`src/rtl/dmem_arb_pkg.sv`:
```
// Shared types and default sizing for the data-memory arbiter.
package dmem_arb_pkg;

    localparam int unsigned DMEM_AW         = 5;
    localparam int unsigned DMEM_DW         = 32;
    localparam int unsigned DMEM_STARVE_MAX = 4;

    typedef enum logic [1:0] {
        IDLE   = 2'd0,
        RD_IF  = 2'd1,
        RD_MEM = 2'd2,
        WR_MEM = 2'd3
    } dmem_arb_state_t;

endpackage

```
`src/rtl/dmem_arb_starve_ctr.sv`:
```
// Saturating count of consecutive cycles the IF port was denied.
module dmem_arb_starve_ctr #(
    parameter int unsigned MAX = 4,
    parameter int unsigned CW  = $clog2(MAX + 1)
) (
    input  logic          clk,
    input  logic          rst_n,
    input  logic          clr_i,
    input  logic          inc_i,
    output logic [CW-1:0] cnt_o,
    output logic          sat_o
);

    logic [CW-1:0] cnt_q;
    logic [CW-1:0] cnt_d;

    assign sat_o = (cnt_q == CW'(MAX));
    assign cnt_o = cnt_q;

    // Clear dominates; increment holds at MAX once reached.
    always_comb begin
        cnt_d = cnt_q;
        if (clr_i) begin
            cnt_d = '0;
        end else if (inc_i && !sat_o) begin
            cnt_d = cnt_q + CW'(1);
        end
    end

    always_ff @(posedge clk or negedge rst_n) begin
        if (!rst_n) begin
            cnt_q <= '0;
        end else begin
            cnt_q <= cnt_d;
        end
    end

endmodule

```
`src/rtl/dmem_arbiter.sv`:
```
// Arbitrates one single-port data RAM between the IF fetch port and the MEM
// load/store port; MEM has priority, a starvation counter forces IF through.
module dmem_arbiter
    import dmem_arb_pkg::*;
#(
    parameter int unsigned AW         = DMEM_AW,
    parameter int unsigned DW         = DMEM_DW,
    parameter int unsigned STARVE_MAX = DMEM_STARVE_MAX
) (
    input  logic          clk,
    input  logic          rst_n,
    input  logic          if_req,
    input  logic [AW-1:0] if_addr,
    output logic          if_gnt,
    output logic          if_rvalid,
    output logic [DW-1:0] if_rdata,
    input  logic          mem_req,
    input  logic          mem_we,
    input  logic [AW-1:0] mem_addr,
    input  logic [DW-1:0] mem_wdata,
    output logic          mem_gnt,
    output logic          mem_rvalid,
    output logic [DW-1:0] mem_rdata,
    output logic          ram_en,
    output logic          ram_we,
    output logic [AW-1:0] ram_addr,
    output logic [DW-1:0] ram_wdata,
    input  logic [DW-1:0] ram_rdata,
    output logic          stall_if,
    output logic          stall_mem
);

    localparam int unsigned CW = $clog2(STARVE_MAX + 1);

    dmem_arb_state_t state_q;
    dmem_arb_state_t state_d;
    logic [CW-1:0]   starve_cnt;
    logic            starve_sat;
    logic            force_if;

    dmem_arb_starve_ctr #(
        .MAX (STARVE_MAX),
        .CW  (CW)
    ) u_starve_ctr (
        .clk   (clk),
        .rst_n (rst_n),
        .clr_i (!if_req || if_gnt),
        .inc_i (if_req && !if_gnt),
        .cnt_o (starve_cnt),
        .sat_o (starve_sat)
    );

    // Grants are gated by rst_n so nothing reaches the RAM while in reset.
    always_comb begin
        force_if  = if_req & starve_sat;
        mem_gnt   = rst_n & mem_req & ~force_if;
        if_gnt    = rst_n & if_req & (force_if | ~mem_req);
        stall_if  = rst_n & if_req & ~if_gnt;
        stall_mem = rst_n & mem_req & ~mem_gnt;
    end

    always_comb begin
        ram_en    = if_gnt | mem_gnt;
        ram_we    = mem_gnt & mem_we;
        ram_addr  = '0;
        ram_wdata = '0;
        if (mem_gnt) begin
            ram_addr = mem_addr;
        end else if (if_gnt) begin
            ram_addr = if_addr;
        end
        if (ram_we) begin
            ram_wdata = mem_wdata;
        end
    end

    // In-flight access is whatever was granted this cycle.
    always_comb begin
        state_d = IDLE;
        if (if_gnt) begin
            state_d = RD_IF;
        end else if (mem_gnt) begin
            state_d = mem_we ? WR_MEM : RD_MEM;
        end
    end

    always_ff @(posedge clk or negedge rst_n) begin
        if (!rst_n) begin
            state_q <= IDLE;
        end else begin
            state_q <= state_d;
        end
    end

    always_comb begin
        if_rvalid  = (state_q == RD_IF);
        mem_rvalid = (state_q == RD_MEM);
        if_rdata   = if_rvalid ? ram_rdata : '0;
        mem_rdata  = mem_rvalid ? ram_rdata : '0;
    end

endmodule

```
`config.mk`:
```
export PLATFORM = sky130hd
export DESIGN_NAME = dmem_arbiter
export DESIGN_NICKNAME = d
export VERILOG_FILES = /design/src/rtl/dmem_arb_pkg.sv /design/src/rtl/dmem_arb_starve_ctr.sv /design/src/rtl/dmem_arbiter.sv
export SDC_FILE = /design/constraint.sdc
export NUM_CORES = 1
export LEC_CHECK = 0
export ABC_CLOCK_PERIOD_IN_PS = 3340
export CORE_MARGIN = 2
export CORE_UTILIZATION = 22
export DETAILED_ROUTE_END_ITERATION = 10
export HOLD_SLACK_MARGIN = 0.02
export PLACE_DENSITY_LB_ADDON = 0.05
export REMOVE_ABC_BUFFERS = 1
export SYNTH_ARGS = -nofsm -noshare
export SYNTH_HDL_FRONTEND = slang
export SYNTH_SLANG_ARGS = --single-unit
```
`constraint.sdc`:
```
create_clock -name clk -period 3.34 [get_ports clk]
set_input_delay 1.002 -clock clk [delete_from_list [all_inputs] [get_ports clk]]
set_output_delay 1.002 -clock clk [all_outputs]
set_load 0.005 [all_outputs]
```
## Yosys cells after proc, flatten, opt, wreduce, memory -nomap -nowiden

Cells that the tools add are included.

| storage, ports and cells | value |
|---|---|
| register bits | 5 |
| latch bits | 0 |
| RAM bits | 0 |
| bits in read-only memories | 0 |
| input bits | 79 |
| output and inout port bits | 109 |
| logic and storage cells | 37 |
| memories kept | 0 |

| operators by class | value |
|---|---|
| add/sub/neg operators | 1 |
| $mul | 0 |
| div/mod/pow operators | 0 |
| order comparisons | 0 |
| equality and inequality tests | 3 |
| shift-type cells | 0 |
| muxes and demuxes | 10 |
| bitwise logic cells | 14 |
| reduce and logical (&&, ||, !) cells | 7 |

Operator list:

| operator | number |
|---|---|
| 2-to-1 mux 32 bit | 3 |
| 2-to-1 mux 5 bit | 2 |
| AND 1 bit | 8 |
| 2-to-1 mux 3 bit | 2 |
| 2-to-1 mux 2 bit | 2 |
| inverter 1 bit | 4 |
| adder 3 x 1 -> 3 bit, second input constant | 1 |
| == test 3 bit, second input constant | 1 |
| zero test 1 bit | 3 |
| == test 2 x 1 -> 1 bit, second input constant | 1 |
| == test 2 bit, second input constant | 1 |
| logical AND 1 bit | 2 |
| OR 1 bit | 2 |
| nonzero test 2 bit | 1 |
| logical OR 1 bit | 1 |
| 2-to-1 mux 1 bit | 1 |

## Depth between registers and ports, before layout

Gate-level depths: netlist of run 1.

| logic depth | value |
|---|---|
| depth after elaboration | 9 |
| gate-level depth with buffers | 6 |

## Modules after synthesis

Synthesis of run 1 repeated with hierarchy kept, for this count alone.

| unflattened totals | value |
|---|---|
| cells, all modules | 162 |
| area total of the unflattened synthesis | 1112.3 um2 |

By module, submodules not included:

| module | times used | cells each | area an instance (um2) | sequential area each (um2) |
|---|---|---|---|---|
| dmem_arbiter | 1 | 144 | 919.6 | 50.0 |
| dmem_arb_starve_ctr | 1 | 18 | 192.7 | 75.1 |

## Worst setup path after synthesis of run 1

Ideal clock, no wire load.

| timing | value |
|---|---|
| path type | input to output |
| from | in if_req |
| to | out ram_wdata[22] |
| data arrival time | 1.689 ns |
| data required time | 2.338 ns |
| slack | 0.649 ns |
| stages | 5 |
| buffers on the path | 2 |
| cell sequence | buf_6 > nand3_2 > and4_4 > buf_6 > and2_1 |

| on the way | value |
|---|---|
| longest elaborated chain between the ends | 5 |

Ends and longest elaborated chain:

| element | line | text |
|---|---|---|
| start, declared | dmem_arbiter.sv:12 | `input logic if_req,` |
| AND 1 bit | dmem_arbiter.sv:55 | `force_if = if_req & starve_sat;` |
| inverter 1 bit | dmem_arbiter.sv:56 | `mem_gnt = rst_n & mem_req & ~force_if;` |
| AND 1 bit | dmem_arbiter.sv:56 |  |
| AND 1 bit | dmem_arbiter.sv:64 | `ram_we = mem_gnt & mem_we;` |
| via ram_we | dmem_arbiter.sv:25 | `output logic ram_we,` |
| 2-to-1 mux 32 bit | dmem_arbiter.sv:72 | `if (ram_we) begin` |
| end, declared | dmem_arbiter.sv:27 | `output logic [DW-1:0] ram_wdata,` |

The timed path passes the listed nets, and every way through them passes these cells.

## Worst setup path in the final report of run 1

| timing | value |
|---|---|
| from | in mem_we |
| to | out ram_wdata[22] |

| on the way | value |
|---|---|
| longest elaborated chain between the ends | 2 |

Ends and longest elaborated chain:

| element | line | text |
|---|---|---|
| start, declared | dmem_arbiter.sv:18 | `input logic mem_we,` |
| AND 1 bit | dmem_arbiter.sv:64 |  |
| 2-to-1 mux 32 bit | dmem_arbiter.sv:72 |  |

Every way passes these cells.

==> flow_metrics.env, run 1 <==
export IMPL_final_layout_size_suffix_gt1_share_pct=8.430
export IMPL_power_leakage_nw=1.395
export IMPL_synth_avg_cell_area_sq_um=7.107
export IMPL_compound_gate_portion_of_the_synthesized_area_pct=8.862
export IMPL_synthToLayoutAreaGrowth_pct=197.1
export IMPL_r2r_start="u_starve_ctr.cnt_o[0]$_DFFE_PN0P_"
export IMPL_routed_wirelength_um=5754
export IMPL_setup_viol_count_final=0
export IMPL_die_w_um=72.91
export IMPL_finalCriticalPeriod_ps=3270
export IMPL_path_class="input port to output port"
export IMPL_worst_hold_path_type="flip-flop to flip-flop"
export IMPL_ys_types=23
export IMPL_post_route_drc_count=0
export IMPL_timing_max_cap_violations=0
export IMPL_critical_path_startpoint_type="input port"
export IMPL_global_route_usage_total_pct=19.11
export IMPL_max_slew_worst_pin_slew_ps=254.5
export IMPL_detailroute_via_count=1710
export IMPL_netlist_top_cell_by_area="and2_1"
export IMPL_rows=25
export IMPL_synth_xor_xnor_area_share_pct=0
export IMPL_first_drt_iteration_drcs=46
export IMPL_die_y_um=72.91
export IMPL_r2r_setup_slack_ps=1500
export IMPL_route_detailed_vias_per_inst=4.296
export IMPL_antenna_cells_inserted=0
export IMPL_synth_ff_latch_count=5
export IMPL_power_total_mw=0.4620
export IMPL_synth_top_family_by_area="simple AND/OR/NAND/NOR gates"
export IMPL_synthMuxAreaShare_pct=0
export IMPL_first_global_vias=1478
export IMPL_antenna_left=0
export IMPL_gpl_final_weighted_congestion=0.7564
export IMPL_final_max_slew_viol_count=0
export IMPL_timing_critical_path_arrival_ps=2270
export IMPL_cts_clk_slew_worst_paths_ps=40
export IMPL_worstPathCellList="clkdlybuf4s15_1, and4_2, and2_1, clkdlybuf4s50_1"
export IMPL_core_box_area_sq_um=4661
export IMPL_worst_r2r_path_depth=8
export IMPL_clk_path_buf_depth=2
export IMPL_relSlewSlack_pct=83.04
export IMPL_numCtsBuffers=3
export IMPL_floorplan_initialDensity_pct=22.42
export IMPL_timing_critical_path_from="mem_we"
export IMPL_hold_viol_final=0
export IMPL_worstPathMaxFanout=6
export IMPL_average_routed_wire_per_standard_cell_um=14.46
export IMPL_final_net_count=426
export IMPL_slowest_delay_ps=530
export IMPL_yosys_top_cells_area="and2_1 (57%), dfrtp_1 (12%), buf_6 (5.4%)"
export IMPL_yosys_warns=0
export IMPL_yosysSeqAreaShare_pct=11.98
export IMPL_post_synth_fa_ha_maj_area_fraction_pct=2.395
export IMPL_top_level_ports=188
export IMPL_timing_critical_path_required_ps=2340
export IMPL_dp_hpwl_um=4502
export IMPL_yosys_area_share_simple_pct=67.90
export IMPL_rsz0062_at_grt="no"
export IMPL_critical_path_reg2reg_endpoint="state_q[0]$_DFF_PN0_"
export IMPL_grt_ovfl_total=0
export IMPL_cp_slowest_cell="clkdlybuf4s50_1"
export IMPL_critical_path_endpoint_type="output port"
export IMPL_power_ir_vdd_worst_v=0.0001139
export IMPL_root_buffer="clkbuf_8"
export IMPL_period_share_pct=97.89
export IMPL_setup_total_negative_slack_ps=0
export IMPL_powerDensity_nw_per_um2=148.8
export IMPL_die_footprint_sq_um=5316
export IMPL_clock_tree_htree_level_count=1
export IMPL_cts_tree="built"
export IMPL_yosysTopAreaCellShare_pct=57.49
export IMPL_drt_pre_antenna_iters=4
export IMPL_summed_instance_area_of_the_synthesized_netlist_sq_um=1045
export IMPL_grt_pass1_wl_um=7928
export IMPL_clock_skew_final_ps=4.551
export IMPL_synthesis_instances=147
export IMPL_run_status="completed"
export IMPL_portBuffers=187
export IMPL_clk_sinks=5
export IMPL_worstSkewPairLatency_ps=220
export IMPL_filler_cell_count=436
export IMPL_pin_count_of_the_biggest_net_entering_global_routing=34
export IMPL_fmaxAchievable_mhz=305.8
export IMPL_antenna_found_initial=0
export IMPL_critPathCapture="ram_wdata[22]"
-- kinds of logic after synthesis --
family          after synthesis
flops                         5
buf+inv                      14
compound gates               11
fa+ha+maj                     2
simple gates                115
-- how the worst min path moves through the flow --
stage,start,depth (start not counted),to,slack [ps]
global route,u_starve_ctr.cnt_o[0]$_DFFE_PN0P_,2,u_starve_ctr.cnt_o[0]$_DFFE_PN0P_,580
finish,u_starve_ctr.cnt_o[1]$_DFFE_PN0P_,2,u_starve_ctr.cnt_o[1]$_DFFE_PN0P_,560
CTS,u_starve_ctr.cnt_o[0]$_DFFE_PN0P_,2,u_starve_ctr.cnt_o[0]$_DFFE_PN0P_,570
global placement,u_starve_ctr.cnt_o[1]$_DFFE_PN0P_,2,u_starve_ctr.cnt_o[1]$_DFFE_PN0P_,550
floorplan,u_starve_ctr.cnt_o[1]$_DFFE_PN0P_,2,u_starve_ctr.cnt_o[1]$_DFFE_PN0P_,530
detailed placement,u_starve_ctr.cnt_o[0]$_DFFE_PN0P_,2,u_starve_ctr.cnt_o[0]$_DFFE_PN0P_,560
-- final cells by class --
type | count | area, sq um | area share, %
clock buffers | 4 | 45.04 | 1.451
inverters | 3 | 11.26 | 0.3628
multi-input cells | 133 | 888.4 | 28.62
flip-flops and latches | 5 | 125.1 | 4.031
well taps | 54 | 67.56 | 2.177
repair buffers | 199 | 1967 | 63.36
-- registers in the layout, indices dropped and copies added, names as in the netlist --
name,cells
u_starve_ctr.cnt_o,3
state_q,2
-- metrics by stage --
step	util, %	instance area (sq um)	std cells	hold slack [ps]	setup WS [ps]
finish	66.60	3104	398	564.7	70.39
global route	66.60	3104	398	580.7	22.96
CTS	65.75	3064	394	566.9	12.25
detailed placement	63.41	2955	384	561.7	-338.5
global placement	63.41	2955	384	553.9	-330.5
floorplan	-	963.4	136	531.7	774.6
-- repair_timing --
action | 4_1_cts | 5_1_grt
endpoints found under the hold margin | 0 | 0
endpoints found under the setup margin | 43 | 35
buffers inserted | 2 | 3
hold buffers | 0 | 0
resized for setup | 14 | 16
pin swaps | 3 | 1
gates cloned | 4 | 1
-- placed cells by master (no fill, tap or decap), types with 3 or more instances in the layout --
master	n
clkdlybuf4s50_1	172
and2_1	96
buf_4	12
dlymetal6s2s_1	9
nand2_1	7
a22o_1	5
dfrtp_1	5
and4_4	4
inv_1	3
clkbuf_8	3
-- critical path: cells and delay by family --
kind | cells | cell delay [ps]
simple gates | 2 | 430
buf+inv | 2 | 840
-- layer usage --
metal | vias up | track usage [%] | part of all wire, % | routed length [um]
met2 | 90 | 36.26 | 53 | 3061
met1 | 741 | 21.57 | 39 | 2238
met4 | 0 | 5.144 | 1.2 | 67
li1 | 873 | - | - | -
met5 | - | 0 | 0 | 0
met3 | 6 | 3.591 | 6.7 | 388
-- cells in the mapped netlist --
cell      instances
and2_1           96
nand2_1           7
a22o_1            5
buf_6             5
dfrtp_1           5
clkbuf_1          4
inv_1             3
buf_2             2
ha_1              2
nor2_1            2
nor2b_1           2
o21ai_0           2
o32ai_1           2
a21oi_1           1
a21oi_4           1
and3_2            1
and3_4            1
and4_4            1
nand3_1           1
nand3_2           1
nor3_1            1
or2_1             1
or2_2             1
-- power by group --
part	internal, mW	switching, mW
logic	0.198	0.0855
registers	0.0648	0.00297
clock network	0.0819	0.0287
total	0.345	0.117
Note: power is estimated with default switching activity, not from simulation.
==> inputs of run 2 (changes only) <==
--- a/config.mk
+++ b/config.mk
@@ -8,10 +8,13 @@
 export ABC_CLOCK_PERIOD_IN_PS = 3340
 export CORE_MARGIN = 2
 export CORE_UTILIZATION = 22
+export CTS_CLUSTER_DIAMETER = 50
+export CTS_CLUSTER_SIZE = 28
 export DETAILED_ROUTE_END_ITERATION = 10
 export HOLD_SLACK_MARGIN = 0.02
 export PLACE_DENSITY_LB_ADDON = 0.05
 export REMOVE_ABC_BUFFERS = 1
+export SLEW_MARGIN = 20
 export SYNTH_ARGS = -nofsm -noshare
 export SYNTH_HDL_FRONTEND = slang
 export SYNTH_SLANG_ARGS = --single-unit
==> results of run 2 <==
The final DEF is identical to that of run 1; final timing and power are the same.
==> inputs of run 3 (changes only) <==
--- a/config.mk
+++ b/config.mk
@@ -14,7 +14,8 @@
 export HOLD_SLACK_MARGIN = 0.02
 export PLACE_DENSITY_LB_ADDON = 0.05
 export REMOVE_ABC_BUFFERS = 1
-export SLEW_MARGIN = 20
+export SETUP_SLACK_MARGIN = 0.5
+export SLEW_MARGIN = 10
 export SYNTH_ARGS = -nofsm -noshare
 export SYNTH_HDL_FRONTEND = slang
 export SYNTH_SLANG_ARGS = --single-unit
==> flow_metrics.env, run 3 (same netlist as run 1, synthesis figures left out) <==
export IMPL_average_routed_wire_per_standard_cell_um=15.21
export IMPL_layout_commonest_cell="and2_1"
export IMPL_final_layout_size_suffix_gt1_share_pct=30.79
export IMPL_first_drt_iteration_drcs=56
export IMPL_rows=25
export IMPL_dp_hpwl_um=4502
export IMPL_synthToLayoutAreaGrowth_pct=215.3
export IMPL_drt_pre_antenna_iters=4
export IMPL_global_route_usage_total_pct=20.97
export IMPL_final_net_count=449
export IMPL_die_y_um=72.91
export IMPL_die_w_um=72.91
export IMPL_wl_met3_um=424
export IMPL_power_total_mw=0.4803
export IMPL_timing_critical_path_required_ps=2340
export IMPL_root_buffer="clkbuf_8"
export IMPL_clk_sinks=5
export IMPL_powerDensity_nw_per_um2=145.8
export IMPL_final_max_slew_viol_count=0
export IMPL_cts_tree="built"
export IMPL_die_footprint_sq_um=5316
export IMPL_setup_viol_count_final=0
export IMPL_mostFrequentLayoutCells="and2_1 (80), clkdlybuf4s50_1 (76), clkdlybuf4s15_1 (42), buf_6 (30), dlygate4sd2_1 (24)"
export IMPL_largest_register_ffs=3
export IMPL_timing_critical_path_arrival_ps=1960
export IMPL_first_global_vias=1657
export IMPL_hold_viol_final=0
export IMPL_worstSkewPairLatency_ps=220
export IMPL_dr_wl_met2_um=3551
export IMPL_route_detailed_vias_per_inst=4.387
export IMPL_power_leakage_nw=1.635
export IMPL_path_class="input port to output port"
export IMPL_core_box_area_sq_um=4661
export IMPL_power_ir_vdd_worst_v=0.0001249
export IMPL_wirelength_met1_um=2255
export IMPL_max_slew_worst_pin_slew_ps=255.6
export IMPL_run_status="completed"
export IMPL_clock_tree_htree_level_count=1
export IMPL_critical_path_endpoint_type="output port"
export IMPL_numCtsBuffers=3
export IMPL_critical_path_startpoint_type="input port"
export IMPL_routed_wirelength_um=6405
export IMPL_antenna_left=0
export IMPL_floorplan_initialDensity_pct=22.42
export IMPL_rsz0062_at_grt="yes"
export IMPL_worst_hold_path_type="flip-flop to flip-flop"
export IMPL_cts_clk_slew_worst_paths_ps=40
export IMPL_top_level_ports=188
export IMPL_relSlewSlack_pct=82.96
export IMPL_pin_count_of_the_biggest_net_entering_global_routing=34
export IMPL_cts_hold_fix_buffers=0
export IMPL_grt_ovfl_total=0
export IMPL_grt_pass1_wl_um=8666
export IMPL_post_route_drc_count=0
export IMPL_timing_max_cap_violations=0
export IMPL_clock_skew_final_ps=4.015
export IMPL_seq_area_sq_um=125.1
export IMPL_antenna_cells_inserted=0
export IMPL_gpl_final_weighted_congestion=0.7564
export IMPL_finalCriticalPeriod_ps=2961
export IMPL_clk_path_buf_depth=2
export IMPL_r2r_setup_slack_ps=1520
export IMPL_antenna_found_initial=0
export IMPL_portBuffers=187
export IMPL_whs_ps=565.4
export IMPL_period_share_pct=88.66
export IMPL_filler_cell_count=405
export IMPL_worstPathMaxFanout=4
export IMPL_detailroute_via_count=1847
export IMPL_area_of_combinational_cells_with_multiple_inputs_sq_um=938.4
export IMPL_highest_signal_layer="met4"
export IMPL_setup_total_negative_slack_ps=0
export IMPL_fmaxAchievable_mhz=337.7
[run 3: per-stage QoR]
| stage | utilization [%] | setup slack, ps | std cells | cell area, sq um |
|---|---|---|---|---|
| floorplan | - | 774.6 | 136 | 963.4 |
| CTS | 66.98 | 375.3 | 416 | 3122 |
| detailed placement | 63.41 | -338.5 | 384 | 2955 |
| global placement | 63.41 | -330.5 | 384 | 2955 |
| finish | 70.68 | 378.6 | 421 | 3294 |
| global route | 70.68 | 351.8 | 421 | 3294 |
[run 3: layout make-up]
cell class / count / share of cell area [%]
Clock buffer: 4 / 1.367
Inverter: 3 / 0.3418
Multi-Input combinational cell: 133 / 28.48
Sequential cell: 5 / 3.798
Tap cell: 54 / 2.051
Timing Repair Buffer: 222 / 63.96
[run 3: power breakdown]
group	internal, mW	leakage, nW	switching, mW
Sequential	0.0648	0.0660	0.00306
Combinational	0.204	1.55	0.0972
Clock	0.0819	0.0228	0.0289
[run 3: worst max-delay path: stages]
cell	delay (ps)
buf_12	100
buf_8	120
and3_4	190
buf_6	120
buf_6	110
a22o_1	190
buf_2	120
[run 3: per-layer routing]
layer  vias up  global-route usage, %
met5         -                      0
met4         0                  7.613
met3        14                  3.867
met2        95                  39.39
met1       819                  23.24
li1        919                      -
[run 3: what timing repair did]
action                     in CTS  in global routing
setup endpoints to repair     107                 80
gates resized for setup       223                117
pin swaps                      10                 16
hold endpoints to repair        0                  0
buffers inserted               23                  5
cloned                          5                  0
[run 3: worst paths after layout]
check                                                  start                           endpoint  cells after the start
max                                                  mem_req                        ram_addr[2]                      7
min                        u_starve_ctr.cnt_o[1]$_DFFE_PN0P_  u_starve_ctr.cnt_o[1]$_DFFE_PN0P_                      2
max reg2reg                u_starve_ctr.cnt_o[0]$_DFFE_PN0P_               state_q[0]$_DFF_PN0_                      8
min reg2reg                u_starve_ctr.cnt_o[1]$_DFFE_PN0P_  u_starve_ctr.cnt_o[1]$_DFFE_PN0P_                      2
max in group asynchronous                              rst_n               state_q[1]$_DFF_PN0_                      4
min in group asynchronous                              rst_n  u_starve_ctr.cnt_o[1]$_DFFE_PN0P_                      4
